File: config.mk
export PLATFORM = sky130hd
export DESIGN_NAME = decode_in_queue_flat
export DESIGN_NICKNAME = d
export VERILOG_FILES = /design/src/rtl/decode_in_queue_if.sv /design/src/rtl/decode_in_queue.sv /design/src/flat_wrapper.sv
export SDC_FILE = /design/constraint.sdc
export NUM_CORES = 1
export LEC_CHECK = 0
export BUFFER_PORTS_ARGS = -buffer_cell sky130_fd_sc_hd__buf_2
export CAP_MARGIN = 20
export CORE_AREA = 2 2 136 138
export CTS_CLUSTER_SIZE = 14
export DETAILED_ROUTE_END_ITERATION = 8
export DIE_AREA = 0 0 138 140
export GPL_ROUTABILITY_DRIVEN = 0
export PLACE_DENSITY_LB_ADDON = 0.25
export SLEW_MARGIN = 30
export SYNTH_ARGS = -nofsm -noshare
export SYNTH_HDL_FRONTEND = slang
export SYNTH_SLANG_ARGS = --single-unit
File: constraint.sdc
create_clock -name clock -period 2.7 [get_ports clock]
set_clock_uncertainty 0.05 [all_clocks]
set_input_delay 0.135 -clock clock [delete_from_list [all_inputs] [get_ports clock]]
set_output_delay 0.135 -clock clock [all_outputs]
set_load 0.05 [all_outputs]
File: src/rtl/decode_in_queue_if.sv
// decode_in_queue_if: fetch-side handshake plus decode_in bus of the staging FIFO
interface decode_in_queue_if #(
  parameter int INSTR_W = 16,
  parameter int PC_W    = 16,
  parameter int PSR_W   = 3,
  parameter int DEPTH   = 4,
  parameter int CNT_W   = 8
);
  localparam int CW = $clog2(DEPTH + 1);
  logic               in_valid;
  logic               in_ready;
  logic [INSTR_W-1:0] in_instr;
  logic [PC_W-1:0]    in_npc;
  logic [PSR_W-1:0]   in_psr;
  logic               stall;
  logic               flush;
  logic               enable_decode;
  logic [INSTR_W-1:0] Instr_dout;
  logic [PC_W-1:0]    npc_in;
  logic [PSR_W-1:0]   psr;
  logic [CW-1:0]      count;
  logic [CNT_W-1:0]   flush_count;
  modport master (
    output in_valid, in_instr, in_npc, in_psr, stall, flush,
    input  in_ready, enable_decode, Instr_dout, npc_in, psr, count, flush_count
  );
  modport slave (
    input  in_valid, in_instr, in_npc, in_psr, stall, flush,
    output in_ready, enable_decode, Instr_dout, npc_in, psr, count, flush_count
  );
endinterface

File: src/rtl/decode_in_queue.sv
// decode_in_queue: fall-through fetch-to-decode FIFO with stall, flush and flush statistics
module decode_in_queue #(
  parameter int INSTR_W = 16,
  parameter int PC_W    = 16,
  parameter int PSR_W   = 3,
  parameter int DEPTH   = 4,
  parameter int CNT_W   = 8
) (
  input logic              clock,
  input logic              reset,
  decode_in_queue_if.slave q
);
  localparam int AW = $clog2(DEPTH);
  localparam int CW = $clog2(DEPTH + 1);
  localparam int BW = INSTR_W + PC_W + PSR_W;
  logic [BW-1:0]    mem_q [DEPTH];
  logic [AW-1:0]    rd_q, rd_d, wr_q, wr_d;
  logic [CW-1:0]    count_q, count_d;
  logic [CNT_W-1:0] fc_q, fc_d;
  logic             push, pop;
  logic [BW-1:0]    head;
  always_comb begin
    push    = q.in_valid & q.in_ready & ~q.flush;
    pop     = (count_q != '0) & ~q.stall & ~q.flush;
    rd_d    = q.flush ? wr_q : rd_q + AW'(pop);
    wr_d    = wr_q + AW'(push);
    count_d = q.flush ? '0 : count_q + CW'(push) - CW'(pop);
    fc_d    = (q.flush && count_q != '0 && fc_q != '1) ? fc_q + CNT_W'(1) : fc_q;
    head    = (count_q != '0) ? mem_q[rd_q] : '0;
  end
  always_ff @(posedge clock) begin
    if (reset) begin
      rd_q    <= '0;
      wr_q    <= '0;
      count_q <= '0;
      fc_q    <= '0;
    end else begin
      rd_q    <= rd_d;
      wr_q    <= wr_d;
      count_q <= count_d;
      fc_q    <= fc_d;
    end
  end
  always_ff @(posedge clock) begin
    if (!reset && push) mem_q[wr_q] <= {q.in_instr, q.in_npc, q.in_psr};
  end
  assign q.in_ready      = count_q < CW'(DEPTH);
  assign q.enable_decode = count_q != '0;
  assign {q.Instr_dout, q.npc_in, q.psr} = head;
  assign q.count         = count_q;
  assign q.flush_count   = fc_q;
endmodule

File: src/flat_wrapper.sv
// flat-port wrapper written by rule: the top's interface ports become plain ports
module decode_in_queue_flat 
#(
  parameter int INSTR_W = 16,
  parameter int PC_W    = 16,
  parameter int PSR_W   = 3,
  parameter int DEPTH   = 4,
  parameter int CNT_W   = 8
)
  (clock, reset, q_in_valid, q_in_instr, q_in_npc, q_in_psr, q_stall, q_flush, q_in_ready, q_enable_decode, q_Instr_dout, q_npc_in, q_psr, q_count, q_flush_count);
  decode_in_queue_if #(.INSTR_W(INSTR_W), .PC_W(PC_W), .PSR_W(PSR_W), .DEPTH(DEPTH), .CNT_W(CNT_W)) q_i ();
  input logic clock;
  input logic reset;
  input wire logic [$bits(q_i.in_valid)-1:0] q_in_valid;
  input wire logic [$bits(q_i.in_instr)-1:0] q_in_instr;
  input wire logic [$bits(q_i.in_npc)-1:0] q_in_npc;
  input wire logic [$bits(q_i.in_psr)-1:0] q_in_psr;
  input wire logic [$bits(q_i.stall)-1:0] q_stall;
  input wire logic [$bits(q_i.flush)-1:0] q_flush;
  output wire logic [$bits(q_i.in_ready)-1:0] q_in_ready;
  output wire logic [$bits(q_i.enable_decode)-1:0] q_enable_decode;
  output wire logic [$bits(q_i.Instr_dout)-1:0] q_Instr_dout;
  output wire logic [$bits(q_i.npc_in)-1:0] q_npc_in;
  output wire logic [$bits(q_i.psr)-1:0] q_psr;
  output wire logic [$bits(q_i.count)-1:0] q_count;
  output wire logic [$bits(q_i.flush_count)-1:0] q_flush_count;
  assign q_i.in_valid = q_in_valid;
  assign q_i.in_instr = q_in_instr;
  assign q_i.in_npc = q_in_npc;
  assign q_i.in_psr = q_in_psr;
  assign q_i.stall = q_stall;
  assign q_i.flush = q_flush;
  assign q_in_ready = q_i.in_ready;
  assign q_enable_decode = q_i.enable_decode;
  assign q_Instr_dout = q_i.Instr_dout;
  assign q_npc_in = q_i.npc_in;
  assign q_psr = q_i.psr;
  assign q_count = q_i.count;
  assign q_flush_count = q_i.flush_count;
  decode_in_queue #(.INSTR_W(INSTR_W), .PC_W(PC_W), .PSR_W(PSR_W), .DEPTH(DEPTH), .CNT_W(CNT_W)) u_core (.clock(clock), .reset(reset), .q(q_i));
endmodule
# Word level (Yosys, flattened, before mapping)
# Memory sizes are Yosys's and may differ from the RTL's. A register that Yosys moved wholly into a read port is not among the register bits.
# Index checks and enable logic that the tools add are counted.
# totals
ff_bits	15
ram_bits	140
in_bits	40
output_inout_bits	48
word_cells	29
mem_count	1
# op_classes
addsub	5
order_cmp	1
eq_ne	1
mux	5
n_bitwise	6
reduce_logical	6
# memory_table
name	words	width	read_ports	rd_clocked_by_memory_dff	write_ports	line_no	text
u_core.mem_q	4	35	1	1	1	decode_in_queue.sv:16	logic [BW-1:0] mem_q [DEPTH];
# ops
operator	n
$mux 35	1
$add 8x1->8 const B	1
$ne 8x8->1 const B	1
$add 2x1->2	2
$and 1x1->1	4
$mux 2	2
$add 3x1->3	1
$logic_and 1x1->1	3
$lt 3x3->1 const B	1
$reduce_bool 3->1	1
$sub 3x1->3	1
$mux 1	2
$not 1->1	2
$reduce_or 2->1	1
$logic_not 1->1	1

# Logic depth before layout (Yosys ltp)
# logic_depth
word_depth	6
mapped_depth	9
mapped_depth_nobuf	9

# Least setup slack after synthesis
# Ideal clock, no wire load.
# synth_timing
path_kind	reg-to-reg
start	reg u_core.count_q[2] (netlist: u_core.q.count[2])
end	mem u_core.mem_q[1][0] (netlist bit) (enable)
setup_ns	0.427
arrival_ns	2.567
t_required_ns	2.223
path_slack_ns	-0.344
stages_incl_launch_ff	4
n_path_buf	0
synth_period_minus_slack_ns	3.044
path_cell_list	dfxtp_1 nor4b_1 nand2_1 nor2_1
# synth_between
elab_chain_cells	6
# synth_lines
element	line_no	text
from (decl)	decode_in_queue.sv:18	logic [CW-1:0] count_q, count_d;
from (signal assigned)	decode_in_queue.sv:40	count_q <= count_d;
$lt 3x3->1	decode_in_queue.sv:47	assign q.in_ready = count_q < CW'(DEPTH);
$and 1x1->1 (2 in a row)	decode_in_queue.sv:23	push = q.in_valid & q.in_ready & ~q.flush;
$logic_and 1x1->1	decode_in_queue.sv:45	if (!reset && push) mem_q[wr_q] <= {q.in_instr, q.in_npc, q.in_psr};
$mux 1	decode_in_queue.sv:45	
$mux 1 (not written as such)	decode_in_queue.sv:45	
to (decl)	decode_in_queue.sv:16	
# No other way between the ends.

# Worst setup path after layout
# layout_timing
start	reg u_core.count_q[2] (netlist: u_core.q.count[2])
end	out q_Instr_dout[11]
# layout_between
elab_chain_cells	2
# layout_lines
element	line_no	text
$reduce_bool 3->1	decode_in_queue.sv:29	head = (count_q != '0) ? mem_q[rd_q] : '0;
$mux 35	decode_in_queue.sv:29	
to (decl)	flat_wrapper.sv:22	output wire logic [$bits(q_i.Instr_dout)-1:0] q_Instr_dout;
# No other way between the ends.

==> metrics.md <==
| Metric | Value |
|---|---|
| Status | `finished clean` |
| M1 GR Usage | `0.168` |
| Clock root cell | `clkbuf_16` |
| Clock Pin Slew Worst Setup and Hold Paths | `0.06 ns` |
| Placed Instance Area | `6850 um2` |
| Post-Syn Nets | `357` |
| Stages on worst setup path | `4` |
| Final period utilization | `0.850` |
| Fillers | `1,616` |
| Syn Area/Cell | `19.5 um2` |
| Final setup vio count | `0` |
| DRT Pass-1 Iters | `4` |
| Synth-to-Final Area Change | `27.6%` |
| CTS sink count | `155` |
| CTS tree | `yes` |
| # port buffers | `87` |
| Worst Hold Depth | `2` |
| Worst path max stage delay | `0.42 ns` |
| Net count, final | `495` |
| H-tree depth reported by CTS | `4` |
| Starting DRT DRC Count | `156` |
| Antenna cells | `0` |
| Reg2reg setup slack | `0.47 ns` |
| Main synth FF type | `edfxtp_1` |
| First-pass GRT wire length | `19,500 um` |
| WHS | `0.0200 ns` |
| Final worst slack | `0.405 ns` |
| Crit path DAT | `2.11 ns` |
| Via count | `3,339` |
| Share of cells above drive strength 1 | `0.369` |
| R2R depth | `9` |
| Setup WS pre-CTS | `0.463 ns` |
| Critical Path RT | `2.52 ns` |
| Worst-Margin Slew | `0.639 ns` |
| Die extent in y | `140 um` |
| FF/Latch Area | `4510 um2` |
| WP buf/inv | `2` |
| Kind of critical path | `flip-flop to output pin` |
| Global routing's busiest layer | `met2` |
| Core Area | `17,800 um2` |
| Crit path max-delay cell type | `nor3_2` |
| Final WL | `12,100 um` |
| Area of the multi-input gates | `1500 um2` |
| Synthesized flop and latch total | `155` |
| DRC | `0` |
| RSZ-0062 raised after global routing | `no` |
| Routed WL per cell | `17.4 um` |
| Slew headroom | `0.573` |
| Hpwl dp | `7430 um` |
| Hold Violations, Final | `0` |
| Cell breakdown of the critical path | `nor3_2 -> inv_2 -> and2_1 -> buf_2` |
| Slew Viols, Final | `0` |
| Worst Setup Start Kind | `flip-flop` |
| Delay-heaviest family, CP | `simple AND/OR/NAND/NOR gates` |
| Design Area, Final | `7800 um2` |
| Post-synth EDFFs | `140` |
| Final core occ | `0.439` |
| Max Cap Viol | `0` |
| Post-synth ARST share | `0` |
| Critical Path End Type | `output pin` |
| Vias in the first global route | `3,646` |
| Worst Hold Class | `primary input to flip-flop` |
| Total track usage | `0.132` |
| Antenna-violating nets left | `0` |
| Clk_lat worst skew | `0.41 ns` |
| Max Fclk | `0.436 GHz` |
| Die width | `138 um` |
| Post-synthesis sequential area ratio | `0.736` |
| Overflow after GRT | `0` |
| Syn. warnings | `0` |
| Post-CTS sizing | `0` |
| Pin count of the biggest net entering global routing | `38` |
| Clk buf depth | `2` |
| Setup TNS | `0 ns` |
| CTS buffer count | `17` |
| # rows | `49` |
| Static Leak | `2.77 nW` |
| Mapped Cells | `313` |
| Synth cell types | `40` |
| Initial antenna violation count | `0` |
| Cell Area, Synth | `6120 um2` |
| Met2 usage | `0.221` |
| Max FO, Critical Path | `37` |
| Ports | `88` |
| Pwr dens | `709 nW/um2` |
| Area of the die | `19,300 um2` |
| Via/cell ratio | `4.82` |
| Grt met3 use | `0.0345` |
| Starting density of the core | `0.344` |
| Fin crit period | `2.29 ns` |
| Peak VDD IR | `0.437 mV` |
-- logic make-up (layout without fill, tap and decap cells) --
family	after synthesis	count (layout)	synth area share
buf+inv	23	174	0.0219
xor+xnor	3	3	0.00430
flops	155	155	0.736
simple gates	67	67	0.0667
compound gates	23	23	0.0272
mux	38	38	0.134
fa+ha+maj	4	4	0.00941
-- synthesized netlist by cell type, types with 4 or more instances --
library cell | number | share of area
inv_1 | 6 | 0.0037
and2_1 | 37 | 0.038
a21oi_1 | 4 | 0.0033
buf_2 | 6 | 0.0049
clkbuf_1 | 5 | 0.0031
dfxtp_1 | 15 | 0.049
mux4_2 | 35 | 0.13
and3_1 | 4 | 0.0041
edfxtp_1 | 140 | 0.69
a211oi_1 | 4 | 0.0049
nor2_1 | 7 | 0.0043
-- report_power, final --
part	internal (mW)	total (mW)	switching, mW
combinational	0.177	0.444	0.266
sequential	2.65	2.66	0.0124
clock	1.55	2.43	0.882
total	4.37	5.53	1.16
-- per-layer routing --
| metal | vias to the layer above | share of wire |
|---|---|---|
| met3 | 11 | 0.038 |
| li1 | 1533 | - |
| met4 | 0 | 0.013 |
| met1 | 1725 | 0.44 |
| met2 | 70 | 0.50 |
| met5 | - | 0 |
-- flip-flops by register name (all words and copies together) (netlist names) --
| name | flops |
|---|---|
| u_core.q.flush_count | 8 |
| u_core.q.count | 3 |
| u_core.wr_q | 2 |
| u_core.rd_q | 2 |
| u_core.mem_q | 140 |
-- worst reg2reg max path: stages, from the launching register on --
cell	delay (ns)
dfxtp_1	0.49
nor3_2	0.14
nor4_1	0.35
nand2b_1	0.17
ha_1	0.14
inv_1	0.05
fa_1	0.37
xnor2_1	0.17
xnor2_1	0.14
nor3_1	0.06
-- cells in the final DEF, fill, tap and decap left out, drive strengths merged, types with 3 or more instances in the layout --
cell	netlist	routed
dlygate4sd3	0	35
mux4	35	35
clkbuf	5	21
dfxtp	15	15
o31a	3	3
nand2b	3	3
and2	37	37
ha	3	3
a211oi	4	4
a311oi	3	3
inv	8	9
edfxtp	140	140
buf	10	99
xnor2	3	3
and3	4	4
nor2	7	7
nor3	3	3
bufinv	0	4
clkinv	0	4
nor2b	3	3
a21oi	4	4
-- path summary, 6_finish.rpt --
path                                        startpoint                              endpoint
setup / recovery          u_core.q.count[2]$_SDFF_PP0_                      q_Instr_dout[11]
hold / removal                                 q_flush          u_core.q.count[0]$_SDFF_PP0_
setup reg to reg          u_core.q.count[1]$_SDFF_PP0_          u_core.q.count[2]$_SDFF_PP0_
hold reg to reg   u_core.q.flush_count[1]$_SDFFE_PP0P_  u_core.q.flush_count[1]$_SDFFE_PP0P_
-- metrics by stage --
stage          power (mW)  std cells
6_report             5.53        693
5_1_grt              5.76        693
4_1_cts              5.61        693
3_5_place_dp         3.13        626
3_3_place_gp         3.12        626
2_1_floorplan        3.00        313
-- timing repair --
| item | CTS | global route |
|---|---|---|
| hold endpoints to repair | 140 | 0 |
| hold buffers | 35 | 0 |
| setup buffers | 0 | 0 |
| endpoints found under the setup margin | 0 | 0 |
-- area by class of cell --
cell class,count,area share
clock buffer,21,0.0564
clock inverter,11,0.0215
inverter,8,0.00385
multi-input combinational,135,0.192
sequential,155,0.578
tap,229,0.0367
timing repair buffer,134,0.112
Power figures use the tool's default switching activity.
